## src/rtl/dma_timing_control.sv

```systemverilog
// Transfer-cycle sequencer for an 8237A-style DMA controller: HRQ/HLDA handshake,
// SI..S4 state sequence, bus strobes and the per-transfer address/count update pulse.
module dma_timing_control #(
    parameter int NUM_CH = 4,
    parameter int CH_W   = 2
) (
    input  logic              CLK,
    input  logic              RESET,
    input  logic [NUM_CH-1:0] valid_dreq,
    input  logic [NUM_CH-1:0] grant,
    input  logic              ctrl_disable,
    input  logic [1:0]        xfer_mode,
    input  logic [1:0]        xfer_type,
    input  logic              HLDA,
    input  logic              READY,
    input  logic              tc,
    input  logic              EOP_N_in,
    output logic              hrq,
    output logic              valid_dack,
    output logic [CH_W-1:0]   active_ch,
    output logic              aen,
    output logic              adstb,
    output logic              MEMR_N,
    output logic              MEMW_N,
    output logic              IOR_N,
    output logic              IOW_N,
    output logic              EOP_N_out,
    output logic              update
);

    typedef enum logic [2:0] {SI, S0, S1, S2, S3, SW, S4} state_e;

    localparam logic [1:0] MODE_DEMAND = 2'b00;
    localparam logic [1:0] MODE_BLOCK  = 2'b10;
    localparam logic [1:0] TYPE_WRITE  = 2'b01;
    localparam logic [1:0] TYPE_READ   = 2'b10;

    state_e          state_q, state_d;
    logic [CH_W-1:0] active_ch_q, active_ch_d;
    logic            eop_latch_q, eop_latch_d;
    logic            hrq_q, hrq_d, aen_q, aen_d, adstb_q, adstb_d;
    logic            dack_q, dack_d, update_q, update_d;
    logic            memr_n_q, memr_n_d, memw_n_q, memw_n_d;
    logic            ior_n_q, ior_n_d, iow_n_q, iow_n_d;
    logic            rd_act, wr_act;
    logic [CH_W-1:0] grant_enc;

    // One-hot to binary: each encoded bit ORs the grant lines whose index has that bit set.
    genvar gi, gj;
    generate
        for (gi = 0; gi < CH_W; gi++) begin : g_enc
            logic [NUM_CH-1:0] hit;
            for (gj = 0; gj < NUM_CH; gj++) begin : g_bit
                localparam logic [31:0] IDX = gj;
                assign hit[gj] = grant[gj] & IDX[gi];
            end
            assign grant_enc[gi] = |hit;
        end
    endgenerate

    always_ff @(posedge CLK) begin
        if (RESET) begin
            state_q     <= SI;
            active_ch_q <= '0;
            eop_latch_q <= 1'b0;
            hrq_q       <= 1'b0;
            aen_q       <= 1'b0;
            adstb_q     <= 1'b0;
            dack_q      <= 1'b0;
            update_q    <= 1'b0;
            memr_n_q    <= 1'b1;
            memw_n_q    <= 1'b1;
            ior_n_q     <= 1'b1;
            iow_n_q     <= 1'b1;
        end else begin
            state_q     <= state_d;
            active_ch_q <= active_ch_d;
            eop_latch_q <= eop_latch_d;
            hrq_q       <= hrq_d;
            aen_q       <= aen_d;
            adstb_q     <= adstb_d;
            dack_q      <= dack_d;
            update_q    <= update_d;
            memr_n_q    <= memr_n_d;
            memw_n_q    <= memw_n_d;
            ior_n_q     <= ior_n_d;
            iow_n_q     <= iow_n_d;
        end
    end

    always_comb begin
        state_d     = state_q;
        active_ch_d = active_ch_q;
        eop_latch_d = eop_latch_q;
        case (state_q)
            SI: begin
                if (!ctrl_disable && |valid_dreq) begin
                    active_ch_d = grant_enc;
                    state_d     = S0;
                end
            end
            S0: begin
                if (HLDA)
                    state_d = S1;
                else if (!valid_dreq[active_ch_q])
                    state_d = SI;
            end
            S1, S2: begin
                state_d = (state_q == S1) ? S2 : S3;
                if (!EOP_N_in)
                    eop_latch_d = 1'b1;
            end
            S3, SW: begin
                state_d = READY ? S4 : SW;
                if (!EOP_N_in)
                    eop_latch_d = 1'b1;
            end
            S4: begin
                eop_latch_d = 1'b0;
                if (tc || eop_latch_q || !HLDA)
                    state_d = SI;
                else if (xfer_mode == MODE_BLOCK)
                    state_d = S1;
                else if (xfer_mode == MODE_DEMAND)
                    state_d = valid_dreq[active_ch_q] ? S1 : SI;
                else
                    state_d = SI;
            end
            default: state_d = SI;
        endcase
    end

    // Outputs are decoded from the next state so every strobe leaves a flop glitch-free.
    always_comb begin
        rd_act   = state_d inside {S2, S3, SW};
        wr_act   = state_d inside {S3, SW};
        hrq_d    = (state_d != SI);
        aen_d    = state_d inside {S1, S2, S3, SW, S4};
        adstb_d  = (state_d == S1);
        dack_d   = state_d inside {S2, S3, SW, S4};
        update_d = (state_d == S4);
        memr_n_d = !(rd_act && xfer_type == TYPE_READ);
        ior_n_d  = !(rd_act && xfer_type == TYPE_WRITE);
        iow_n_d  = !(wr_act && xfer_type == TYPE_READ);
        memw_n_d = !(wr_act && xfer_type == TYPE_WRITE);
    end

    assign hrq        = hrq_q;
    assign aen        = aen_q;
    assign adstb      = adstb_q;
    assign valid_dack = dack_q;
    assign update     = update_q;
    assign active_ch  = active_ch_q;
    assign MEMR_N     = memr_n_q;
    assign MEMW_N     = memw_n_q;
    assign IOR_N      = ior_n_q;
    assign IOW_N      = iow_n_q;
    // tc is only valid while in S4, so end-of-process follows it within the same cycle.
    assign EOP_N_out  = !((state_q == S4) && (tc || eop_latch_q));

endmodule

```

## config.mk

```make
export PLATFORM = sky130hd
export DESIGN_NAME = dma_timing_control
export DESIGN_NICKNAME = d
export VERILOG_FILES = /design/src/rtl/dma_timing_control.sv
export SDC_FILE = /design/constraint.sdc
export NUM_CORES = 1
export LEC_CHECK = 0
export BUFFER_PORTS_ARGS = -buffer_cell sky130_fd_sc_hd__clkbuf_2
export CAP_MARGIN = 20
export CELL_PAD_IN_SITES_DETAIL_PLACEMENT = 1
export CELL_PAD_IN_SITES_GLOBAL_PLACEMENT = 1
export CORE_MARGIN = 8
export CORE_UTILIZATION = 35
export CTS_CLUSTER_DIAMETER = 100
export DETAILED_ROUTE_END_ITERATION = 7
export GPL_TIMING_DRIVEN = 0
export PLACE_DENSITY = 0.86
export SYNTH_ARGS = -nofsm -noshare
export SYNTH_HDL_FRONTEND = slang
export SYNTH_SLANG_ARGS = --single-unit
export TNS_END_PERCENT = 50
```

## constraint.sdc

```tcl
create_clock -name CLK -period 4.5 [get_ports CLK]
set_clock_uncertainty 0.1 [all_clocks]
set_input_delay 0.45 -clock CLK [delete_from_list [all_inputs] [get_ports CLK]]
set_output_delay 0.45 -clock CLK [all_outputs]
set_load 0.05 [all_outputs]
```

Yosys cells after proc, flatten, opt, wreduce, memory -nomap -nowiden --
Cells that the tools add are included.
Cells by class: order comparisons 1, equality and inequality tests 15, multiplexer cells 14, reductions and logical operators 31
Operators with widths (number):
- equality test 3 bit (second input constant) | 6
- one-hot mux 3 bit (5 select lines) | 1
- equality test 3 x 2 -> 1 bit (second input constant) | 4
- two-way mux 3 bit | 4
- two-way mux 2 bit | 5
- OR reduction 2 bit | 4
- OR reduction 4 bit | 2
- zero test 1 bit | 7
- logical AND 1 bit | 6
- nonzero test 3 bit | 2
- nonzero test 5 bit | 1
- equality test 2 bit (second input constant) | 2
- AND reduction 2 bit | 2
- nonzero test 2 bit | 2
- nonzero test 4 bit | 1
- equality test 3 x 1 -> 1 bit (second input constant) | 1
- zero test 3 bit | 1
- less-than comparator 2 x 3 -> 1 bit (second input constant) | 1
- binary-select mux 1 bit (select 2 bit) | 1
- equality test 2 x 1 -> 1 bit (second input constant) | 1
- zero test 2 bit | 1
- logical OR 1 bit | 2
- two-way mux 1 bit | 2
- inequality test 2 bit (second input constant) | 1
- one-hot mux 1 bit (2 select lines) | 1
Storage, ports and cells: register bits after elaboration 15, input bits 19, output and inout port bits 12, word-level logic and storage cells 73

Logic depth before layout (Yosys ltp) --
Gate-level depths: netlist (run 1).
depth after elaboration 11, gate-level depth with buffers 5, depth with buffers taken out 4

Least setup slack after synthesis (run 1) --
No wires, ideal clock.
path type in2out, start point input port tc, end point output port EOP_N_out, data arrival time 1536 ps, required time 3950 ps, path slack 2414 ps, stages on the path 1, path buffers 0, cell sequence o21ai_0
On the way: cells in the longest elaborated chain, start to end 3
Ends and longest elaborated chain:
- start, declared | line 16 | input logic tc,
- logical OR 1 bit | line 159 | assign EOP_N_out = !((state_q == S4) && (tc || eop_latch_q));
- logical AND 1 bit | line 159
- zero test 1 bit | line 159
- end, declared | line 27 | output logic EOP_N_out,
Every way passes these cells.

Worst setup path in the final report (run 1) --
start point register state_q[2], end point output port EOP_N_out
On the way: cells in the longest elaborated chain, start to end 3
Ends and longest elaborated chain:
- start, declared | line 38 | state_e state_q, state_d;
- start signal, assigned | line 76 | state_q <= state_d;
- equality test 3 bit | line 159
- logical AND 1 bit | line 159
- zero test 1 bit | line 159
Every way passes these cells.

==> key figures, run 1 <==
STA
  – Worst slew pin tran: between 0.4 and 0.5 ns
  – RSZ-0062 raised after global routing: false
  – # setup viols final: 0
  – Tmin final: 1.93 ns
  – Max Slew Vio Count: 0
  – Crit share post-route: 0.429
  – Worst slew margin: 0.683
  – Fmax: 0.518 GHz
  – Hold slack: 0.275 ns
  – Setup TNS: 0 ns
  – Final Hold Viols: 0

Die
  – Boundary pin count: 31
  – Die W: between 60 and 70 microns
  – Core Area: about 0.0019 sq mm
  – Die Span Y: between 60 and 70 microns
  – Initial core utilization: 0.364
  – # rows: 16
  – Die area: around 0.0037 sq mm

Placed design
  – Routability cong.: 0.791
  – DP HPWL: roughly 1.5 mm
  – Placed Area: 878 sq um
  – Port buffer count: 29

Yosys
  – Post-synthesis cell count: 71
  – Async S/R FF share, synth: 0
  – EDFF count, synth: 0
  – Post-Syn Nets: 90
  – Syn Area/Cell: between 9 and 10 sq um
  – YS warnings: 0
  – Sequential fraction of the synthesis area: 0.429
  – Synth Cell Area: about 700 sq um
  – Primary FF master, synth: dfxtp_1
  – Seq cells post-synth: 15
  – Synth unique cells: 30

Finish
  – Fraction of layout cells with a size suffix above 1: 0.413
  – Nets: ~120
  – # fillers: about 250
  – Number of antenna diodes: 0
  – Area growth from synthesis to layout: 29.5%
  – Commonest non-fill, non-tap cell in the layout: clkbuf_2
  – Most frequent cells in the layout: 30 x clkbuf_2, 15 x dfxtp_1, 11 x nor2_1, 8 x nand2_1, 4 x a21oi_1
  – Final instance area: just over 900 sq um

Clock tree
  – Worst-Skew Late Latency: just under 0.3 ns
  – H-Tree Depth: 1
  – Num CTS Buffers: 3
  – Hold Buf Count CTS: 0
  – Clk root buf: clkbuf_4
  – Cts repair resizes: 0
  – Clock Pin Slew Worst Setup and Hold Paths: roughly 0.10 ns
  – Sink Count: 15
  – Postcts setup bufs: 0
  – Clock buffer depth: 2
  – CTS tree: built

Min path
  – Worst hold start: xfer_type[0]
  – HP Class: in2reg

Worst setup path
  – Worst path slowest cell: dfxtp_1
  – Crit path kind: reg2out
  – Worst path cell trace: nand2_1, nor2_1, o21ai_0, clkbuf_2
  – Crit. End Element: output port
  – Crit start category: register
  – Worst Setup SP: state_q[2]
  – CP peak stage delay: around 0.45 ns
  – Crit path DAT: about 1.4 ns
  – Required time of the worst setup path: ~4.0 ns
  – Worst Path Max Fanout: 8
  – R2r startpoint: active_ch[0]

Global routing
  – Initial antenna violation count: 0
  – Vias in the first global route: 654
  – Largest net degree at the start of global routing: 11
  – Total gr overflow: 0
  – First-pass GRT wire length: 3.04 mm
  – Total Routing Usage GR: 0.111

Pwr
  – Power Total: around 0.00032 W
  – Pwr Density: 350 mW/mm^2
  – Leakage: a little under 0.4 nW
  – VDD IR max: 0.164 mV

Routing
  – Vias: around 660
  – Wire per inst: about 15 microns
  – Iter 0 DRT Violations: 6
  – Antenna-violating nets left: 0
  – Final WL: around 1.9 mm
  – Drt drc: 0
  – TritonRoute pass-1 iters: 4
  – Vias/cell: slightly above 5

Job
  – Max Cap Viol: 0

Run status
  – Status: finished, final reports clean
## registers in the layout, summed over array words and instances (netlist names)
register	cells
active_ch	2
MEMW_N	1
hrq	1
update	1
valid_dack	1
state_q	3
aen	1
eop_latch_q	1
IOR_N	1
adstb	1
MEMR_N	1
IOW_N	1
## cell families after synthesis
group,after synthesis,share of synthesized area
compound gates,15,0.163
buf+inv,3,0.0179
flops,15,0.429
mux,3,0.0608
simple gates,35,0.329
## worst paths after layout
kind | cells past startpoint | end | slack, ns
worst max-delay path | 4 | EOP_N_out | 2.57
worst max register to register | 4 | adstb | 2.66
worst min-delay path | 3 | IOW_N | 0.28
worst min register to register | 2 | eop_latch_q | 0.44
## routing by layer
metal,part of all wire,GRT usage
met5,0,0
met4,0.035,0.0764
met3,0.051,0.0233
met2,0.51,0.190
met1,0.41,0.118
## worst max-delay path, delay by kind of cell, from the launching register on
family          cells  cell delay (ns)
simple gates        2             0.32
flops               1             0.45
compound gates      1             0.08
buf+inv             1             0.24
## power by group
part / switching, W / internal (W)
registers: 0.00000747 / 0.000142
logic: 0.0000546 / 0.0000316
clock network: 0.0000478 / 0.0000330
## metrics by stage
step / std cells / utilization / worst slack [ns]
2_1_floorplan: 71 / - / 2.41
3_3_place_gp: 127 / 0.457 / 2.65
3_5_place_dp: 127 / 0.457 / 2.63
4_1_cts: 131 / 0.471 / 2.57
5_1_grt: 131 / 0.471 / 2.51
6_report: 131 / 0.471 / 2.57
## layout make-up
type | instances | area [sq um] | share of cell area
well taps | 27 | 33.8 | 0.0373
inverters | 1 | 3.75 | 0.00414
flip-flops and latches | 15 | 300 | 0.331
repair buffers | 29 | 145 | 0.160
multi-input cells | 53 | 387 | 0.427
clock inverters | 1 | 5.00 | 0.00552
plain buffers | 2 | 8.76 | 0.00967
clock buffers | 3 | 22.5 | 0.0249
## synthesized netlist by cell type (2+ instances only)
library cell / number / area (sq um)
nand2b_1: 2 / 12.5
a21oi_1: 4 / 20.0
nor3b_1: 2 / 15.0
a211oi_1: 2 / 15.0
o21ai_0: 3 / 15.0
mux2i_1: 2 / 20.0
nor2_1: 11 / 41.3
nand3b_1: 2 / 15.0
dfxtp_1: 15 / 300
nand2_1: 8 / 30.0
Power figures use the tool's default switching activity.
==> run 2, diff against run 1 <==
--- a/config.mk
+++ b/config.mk
@@ -10,11 +10,11 @@
 export CELL_PAD_IN_SITES_DETAIL_PLACEMENT = 1
 export CELL_PAD_IN_SITES_GLOBAL_PLACEMENT = 1
 export CORE_MARGIN = 8
-export CORE_UTILIZATION = 35
+export CORE_UTILIZATION = 29
 export CTS_CLUSTER_DIAMETER = 100
 export DETAILED_ROUTE_END_ITERATION = 7
 export GPL_TIMING_DRIVEN = 0
-export PLACE_DENSITY = 0.86
+export PLACE_DENSITY = 0.77
 export SYNTH_ARGS = -nofsm -noshare
 export SYNTH_HDL_FRONTEND = slang
 export SYNTH_SLANG_ARGS = --single-unit
==> constraint.sdc (replaced) <==
create_clock -name CLK -period 1.76 [get_ports CLK]
set_clock_uncertainty 0.1 [all_clocks]
set_input_delay 0.176 -clock CLK [delete_from_list [all_inputs] [get_ports CLK]]
set_output_delay 0.176 -clock CLK [all_outputs]
set_load 0.05 [all_outputs]
==> run 2 against run 1 <==
  * Worst hold slack got worse by 0.26 ns
  * Register-to-register slack got worse by 2.6 ns
  * First-iteration DRC count grew 83%
  * Sequential power grew to 2.6 times the previous value
  * Critical path depth unchanged
  * Power grew to 2.5 times the previous value
  * Critical path type is now reg2reg
==> key figures, run 2 (synthesis results as in run 1) <==
Finish
  – Largest Register: state_q
  – Fraction of layout cells with a size suffix above 1: 0.467
  – Max reg flops: 3
  – Most frequent cells in the layout: 30 x clkbuf_2, 11 x nor2_1, 10 x dfxtp_1, 8 x nand2_1
  – Util after Layout: 0.411
  – Commonest non-fill, non-tap cell in the layout: clkbuf_2
  – Area growth from synthesis to layout: 32.4%
  – Nets: about 130
  – Number of antenna diodes: 0

Placed design
  – Port buffer count: 29
  – Routability cong.: 0.690
  – DP HPWL: ~1.6 mm

Global routing
  – Initial antenna violation count: 0
  – Largest net degree at the start of global routing: 11
  – First-pass GRT wire length: between 3 and 4 mm
  – Total Routing Usage GR: 0.0946
  – Total gr overflow: 0
  – Vias in the first global route: 689

Min path
  – HP Class: in2reg

Worst setup path
  – Worst Path Max Fanout: 4
  – Required time of the worst setup path: between 1.5 and 2 ns
  – Flop2flop setup slack: 0.08 ns
  – Crit. End Element: register
  – Crit path DAT: between 1.5 and 2 ns
  – R2r startpoint: eop_latch_q
  – Worst R2R End: adstb
  – Crit path to: adstb
  – Crit start category: register
  – Reg2reg path depth: 4
  – Worst Setup SP: eop_latch_q
  – Crit path kind: reg2reg

Pwr
  – Comb pwr share: 0.280
  – NetSw: about 0.00026 W
  – Leakage: 0.394 nW
  – VDD IR max: 0.344 mV
  – Clk pwr share: 0.239
  – Power Total: between 0.0008 and 0.0009 W
  – Switching Share: 0.328
  – Pwr Density: roughly 860 mW/mm^2
  – P_int: approximately 0.00054 W
  – Reg power frac: 0.482

Clock tree
  – Clk root buf: clkbuf_4
  – H-Tree Depth: 1
  – Num CTS Buffers: 3
  – Worst-Skew Late Latency: around 0.28 ns
  – Clock buffer depth: 2
  – CTS tree: built
  – Clock Pin Slew Worst Setup and Hold Paths: 0.09 ns
  – Sink Count: 15

Routing
  – Drt drc: 0
  – Wire per inst: between 10 and 15 microns
  – Vias: roughly 640
  – Antenna-violating nets left: 0
  – Iter 0 DRT Violations: 11
  – Final WL: 1.90 mm
  – TritonRoute pass-1 iters: 4
  – Vias/cell: 4.84

STA
  – RSZ-0062 raised after global routing: true
  – Worst slew pin tran: approximately 0.50 ns
  – Crit share post-route: 0.957
  – Max Slew Vio Count: 0
  – Tmin final: 1.68 ns
  – Final Hold Viols: 0
  – Fmax: a little under 0.6 GHz
  – Worst slew margin: 0.667
  – # setup viols final: 0

Die
  – Initial core utilization: 0.310
  – Core Area: ~0.0023 sq mm
  – Boundary pin count: 31
  – Die W: between 60 and 70 microns
  – # rows: 17
  – Die Span Y: ~65 microns
  – Die area: around 0.0042 sq mm

Job
  – Max Cap Viol: 0

Run status
  – Status: finished, final reports clean
## run 2: cell count changes in the layout (fill, tap and decap cells not counted), sizes merged
cell    change
clkbuf      +1
clkinv      -1
buf         +1
## run 2: final cells by class
cell class	count	area, sq um
fill	288	1330
multi-input combinational	53	390
sequential	15	309
timing repair buffer	30	153
tap	28	35.0
clock buffer	4	26.3
buffer	2	8.76
inverter	1	3.75
## run 2: how the worst min path moves through the flow
stage                     slack, ns  depth (start not counted)          from     end
final                          0.02                          3  xfer_type[0]  MEMR_N
after global routing          0.009                          3  xfer_type[0]   IOW_N
after CTS                      0.01                          3  xfer_type[0]  MEMR_N
after detailed placement       0.30                          3  xfer_type[0]  MEMR_N
after global placement         0.29                          3  xfer_type[0]   IOW_N
after floorplan                0.18                          2  xfer_type[0]   IOW_N
## run 2: per-stage QoR
stage	instance area [sq um]	hold slack, ns	setup WS [ns]	std cells	TNS (ns)
2_1_floorplan	704	0.184	0.0367	71	0
3_3_place_gp	885	0.293	0.0919	128	0
3_5_place_dp	885	0.301	0.0693	128	0
4_1_cts	911	0.0136	0.0291	132	0
5_1_grt	926	0.00875	-0.00618	133	-0.00618
6_report	926	0.0186	0.0759	133	0
## run 2: per-layer routing
metal	GRT usage	share of wire
met1	0.111	0.40
met2	0.169	0.55
met3	0.0169	0.035
met4	0.0327	0.013
met5	0	0
## run 2: power groups by stage
stage / clock network, W / logic, W / registers [W]
floorplan: 0 / 0.000101 / 0.000447
global placement: 0 / 0.000216 / 0.000391
detailed placement: 0 / 0.000221 / 0.000393
CTS: 0.000198 / 0.000222 / 0.000385
global route: 0.000219 / 0.000243 / 0.000391
finish: 0.000191 / 0.000224 / 0.000386
## run 2: timing repair
action | 4_1_cts | 5_1_grt
hold buffers | 0 | 0
setup endpoints to repair | 0 | 3
hold endpoints to repair | 0 | 0
setup buffers | 0 | 1
gates resized for setup | 0 | 4
## run 2: critical path: stages, from the launching register on
cell and delay [ns]:
dfxtp_2 0.34, or4b_4 0.54, a2111oi_4 0.24, a31o_2 0.23, and4_1 0.18
==> run 3, diff against run 2 <==
--- a/config.mk
+++ b/config.mk
@@ -9,12 +9,13 @@
 export CAP_MARGIN = 20
 export CELL_PAD_IN_SITES_DETAIL_PLACEMENT = 1
 export CELL_PAD_IN_SITES_GLOBAL_PLACEMENT = 1
+export CORE_ASPECT_RATIO = 0.7
 export CORE_MARGIN = 8
-export CORE_UTILIZATION = 29
+export CORE_UTILIZATION = 32
 export CTS_CLUSTER_DIAMETER = 100
 export DETAILED_ROUTE_END_ITERATION = 7
 export GPL_TIMING_DRIVEN = 0
-export PLACE_DENSITY = 0.77
+export PLACE_DENSITY = 0.8
 export SYNTH_ARGS = -nofsm -noshare
 export SYNTH_HDL_FRONTEND = slang
 export SYNTH_SLANG_ARGS = --single-unit
==> constraint.sdc (replaced) <==
create_clock -name CLK -period 1.58 [get_ports CLK]
set_clock_uncertainty 0.1 [all_clocks]
set_input_delay 0.158 -clock CLK [delete_from_list [all_inputs] [get_ports CLK]]
set_output_delay 0.158 -clock CLK [all_outputs]
set_load 0.05 [all_outputs]
==> run 3 against run 2 <==
  * The flow now finishes with violations (negative setup slack)
  * Combinational power up 14%
  * Non-clock buffer count up 3
  * Clock power up 19%
  * Sequential cell count unchanged
  * Die area down 6.5%
  * Clock-buffer cell count down 1
  * Worst hold slack better by 0.0060 ns
  * Via count up 7.8%
  * Register-to-register slack worse by 0.18 ns
  * Setup slack worse by 0.18 ns
  * Highest routed layer unchanged
==> key figures, run 3 (synthesis results as in run 1) <==
Run status
  – Status: complete, but fails checks
  – Failing checks: negative setup slack

Routing
  – Wire per inst: 16.4 microns
  – Iter 0 DRT Violations: 18
  – Final WL: about 2.2 mm
  – Vias/cell: ~5.3
  – Antenna-violating nets left: 0
  – Vias: 694
  – Drt drc: 0
  – TritonRoute pass-1 iters: 6

Worst setup path
  – Levels on crit path: 4
  – Crit start category: register
  – Crit path DAT: between 1.5 and 2 ns
  – CP delay by family, top: simple AND/OR/NAND/NOR gates
  – Buf/Inv on CP: 0
  – Worst path slowest cell: or4b_4
  – CP peak stage delay: approximately 0.54 ns
  – Reg2reg path depth: 4
  – Required time of the worst setup path: between 1.5 and 2 ns
  – Worst Path Max Fanout: 3
  – Crit path kind: reg2reg
  – Crit. End Element: register
  – Worst path cell trace: or4b_4, a2111oi_4, a31o_2, and4_1

Clock tree
  – Sink Count: 15
  – CTS tree: built
  – H-Tree Depth: 1
  – Num CTS Buffers: 3
  – Worst-Skew Late Latency: around 0.30 ns
  – Clk root buf: clkbuf_4
  – Clock buffer depth: 2
  – Clock Pin Slew Worst Setup and Hold Paths: 0.09 ns

Finish
  – Most frequent cells in the layout: 28 x clkbuf_2, 10 x nor2_1, 9 x dfxtp_1, 7 x nand2_1
  – Register area: 313 sq um
  – Commonest non-fill, non-tap cell in the layout: clkbuf_2
  – Area growth from synthesis to layout: 38.1%
  – Fraction of layout cells with a size suffix above 1: 0.500
  – Max reg flops: 3
  – Util after Layout: 0.460
  – Largest Register: state_q
  – Nets: approximately 130
  – Final instance area: about 970 sq um
  – # fillers: 265
  – Number of antenna diodes: 0
  – Multi-input gate area: ~400 sq um

Pwr
  – Leakage: 0.414 nW
  – Pwr Density: 957 mW/mm^2
  – VDD IR max: approximately 0.42 mV

STA
  – Final Hold Viols: 0
  – # setup viols final: 4
  – Worst slew pin tran: approximately 0.5 ns
  – Max Slew Vio Count: 0
  – Worst slew margin: 0.666
  – Tmin final: roughly 1.7 ns
  – Setup ws final: -0.102 ns
  – RSZ-0062 raised after global routing: true
  – Fmax: 0.595 GHz
  – Crit share post-route: 1.06

Die
  – Die W: around 72 microns
  – Core Area: between 0.002 and 0.0025 sq mm
  – Boundary pin count: 31
  – # rows: 14
  – Initial core utilization: 0.333
  – Die area: between 0.003 and 0.004 sq mm
  – Die Span Y: approximately 55 microns

Placed design
  – Port buffer count: 29
  – Placed Area: 880 sq um
  – Routability cong.: roughly 0.74
  – DP HPWL: about 1.6 mm

Global routing
  – Largest net degree at the start of global routing: 11
  – Total Routing Usage GR: 0.120
  – Total gr overflow: 0
  – Met2 usage: 0.203
  – Initial antenna violation count: 0
  – Vias in the first global route: about 710
  – Global route hottest layer: met2
  – GRT met1 Usage: 0.135
  – Met3 Usage GRT: 0.0558
  – First-pass GRT wire length: around 3.6 mm

Min path
  – HP Class: in2reg
  – Hold Crit Depth: 3

Job
  – Max Cap Viol: 0
==> run 3: layout make-up <==
cell class / instances / share of cell area
Buffer: 1 / 0.00389
Inverter: 1 / 0.00389
Sequential cell: 15 / 0.324
Timing Repair Buffer: 34 / 0.194
Multi-Input combinational cell: 53 / 0.415
Clock buffer: 3 / 0.0233
Tap cell: 24 / 0.0311
Clock inverter: 1 / 0.00518
==> run 3: repair_timing <==
item | 4_1_cts | 5_1_grt
hold buffers | 2 | 0
setup endpoints to repair | 5 | 8
setup buffers | 3 | 0
resized for setup | 4 | 6
pin swaps | 2 | 0
hold endpoints to repair | 4 | 0
==> run 3: final timing paths <==
path / startpoint / end / slack [ns]
min reg2reg: active_ch[1] / active_ch[1] / 0.45
max: eop_latch_q / adstb / -0.10
max reg2reg: eop_latch_q / adstb / -0.10
min: grant[2] / active_ch[1] / 0.02
==> run 3: metrics by stage <==
step	setup WS [ns]	hold slack [ns]	total power [W]	TNS, ns	cells
floorplan	-0.0771	0.166	0.000612	-0.144	71
global placement	-0.0829	0.270	0.000676	-0.153	124
detailed placement	-0.116	0.289	0.000687	-0.251	124
CTS	-0.0961	0.0278	0.000923	-0.179	132
global route	-0.157	0.0291	0.000975	-0.439	132
finish	-0.102	0.0246	0.000925	-0.188	132
==> run 3: routing by layer <==
metal	up-vias	wire [microns]	share of wire
met5	-	0	0
met4	0	23	0.011
met2	18	1130	0.52
li1	335	-	-
met1	336	882	0.41
met3	5	128	0.059
==> run 3: worst register-to-register path, stage by stage, from the launching register on <==
cell and delay, ns:
dfxtp_2 0.33, or4b_4 0.54, a2111oi_4 0.24, a31o_2 0.23, and4_1 0.18
==> run 3: where the power goes <==
group	total [W]	switching (W)	internal, W
clock	0.000227	0.000133	0.0000945
sequential	0.000442	0.0000351	0.000407
combinational	0.000255	0.000152	0.000103
total	0.000925	0.000320	0.000604
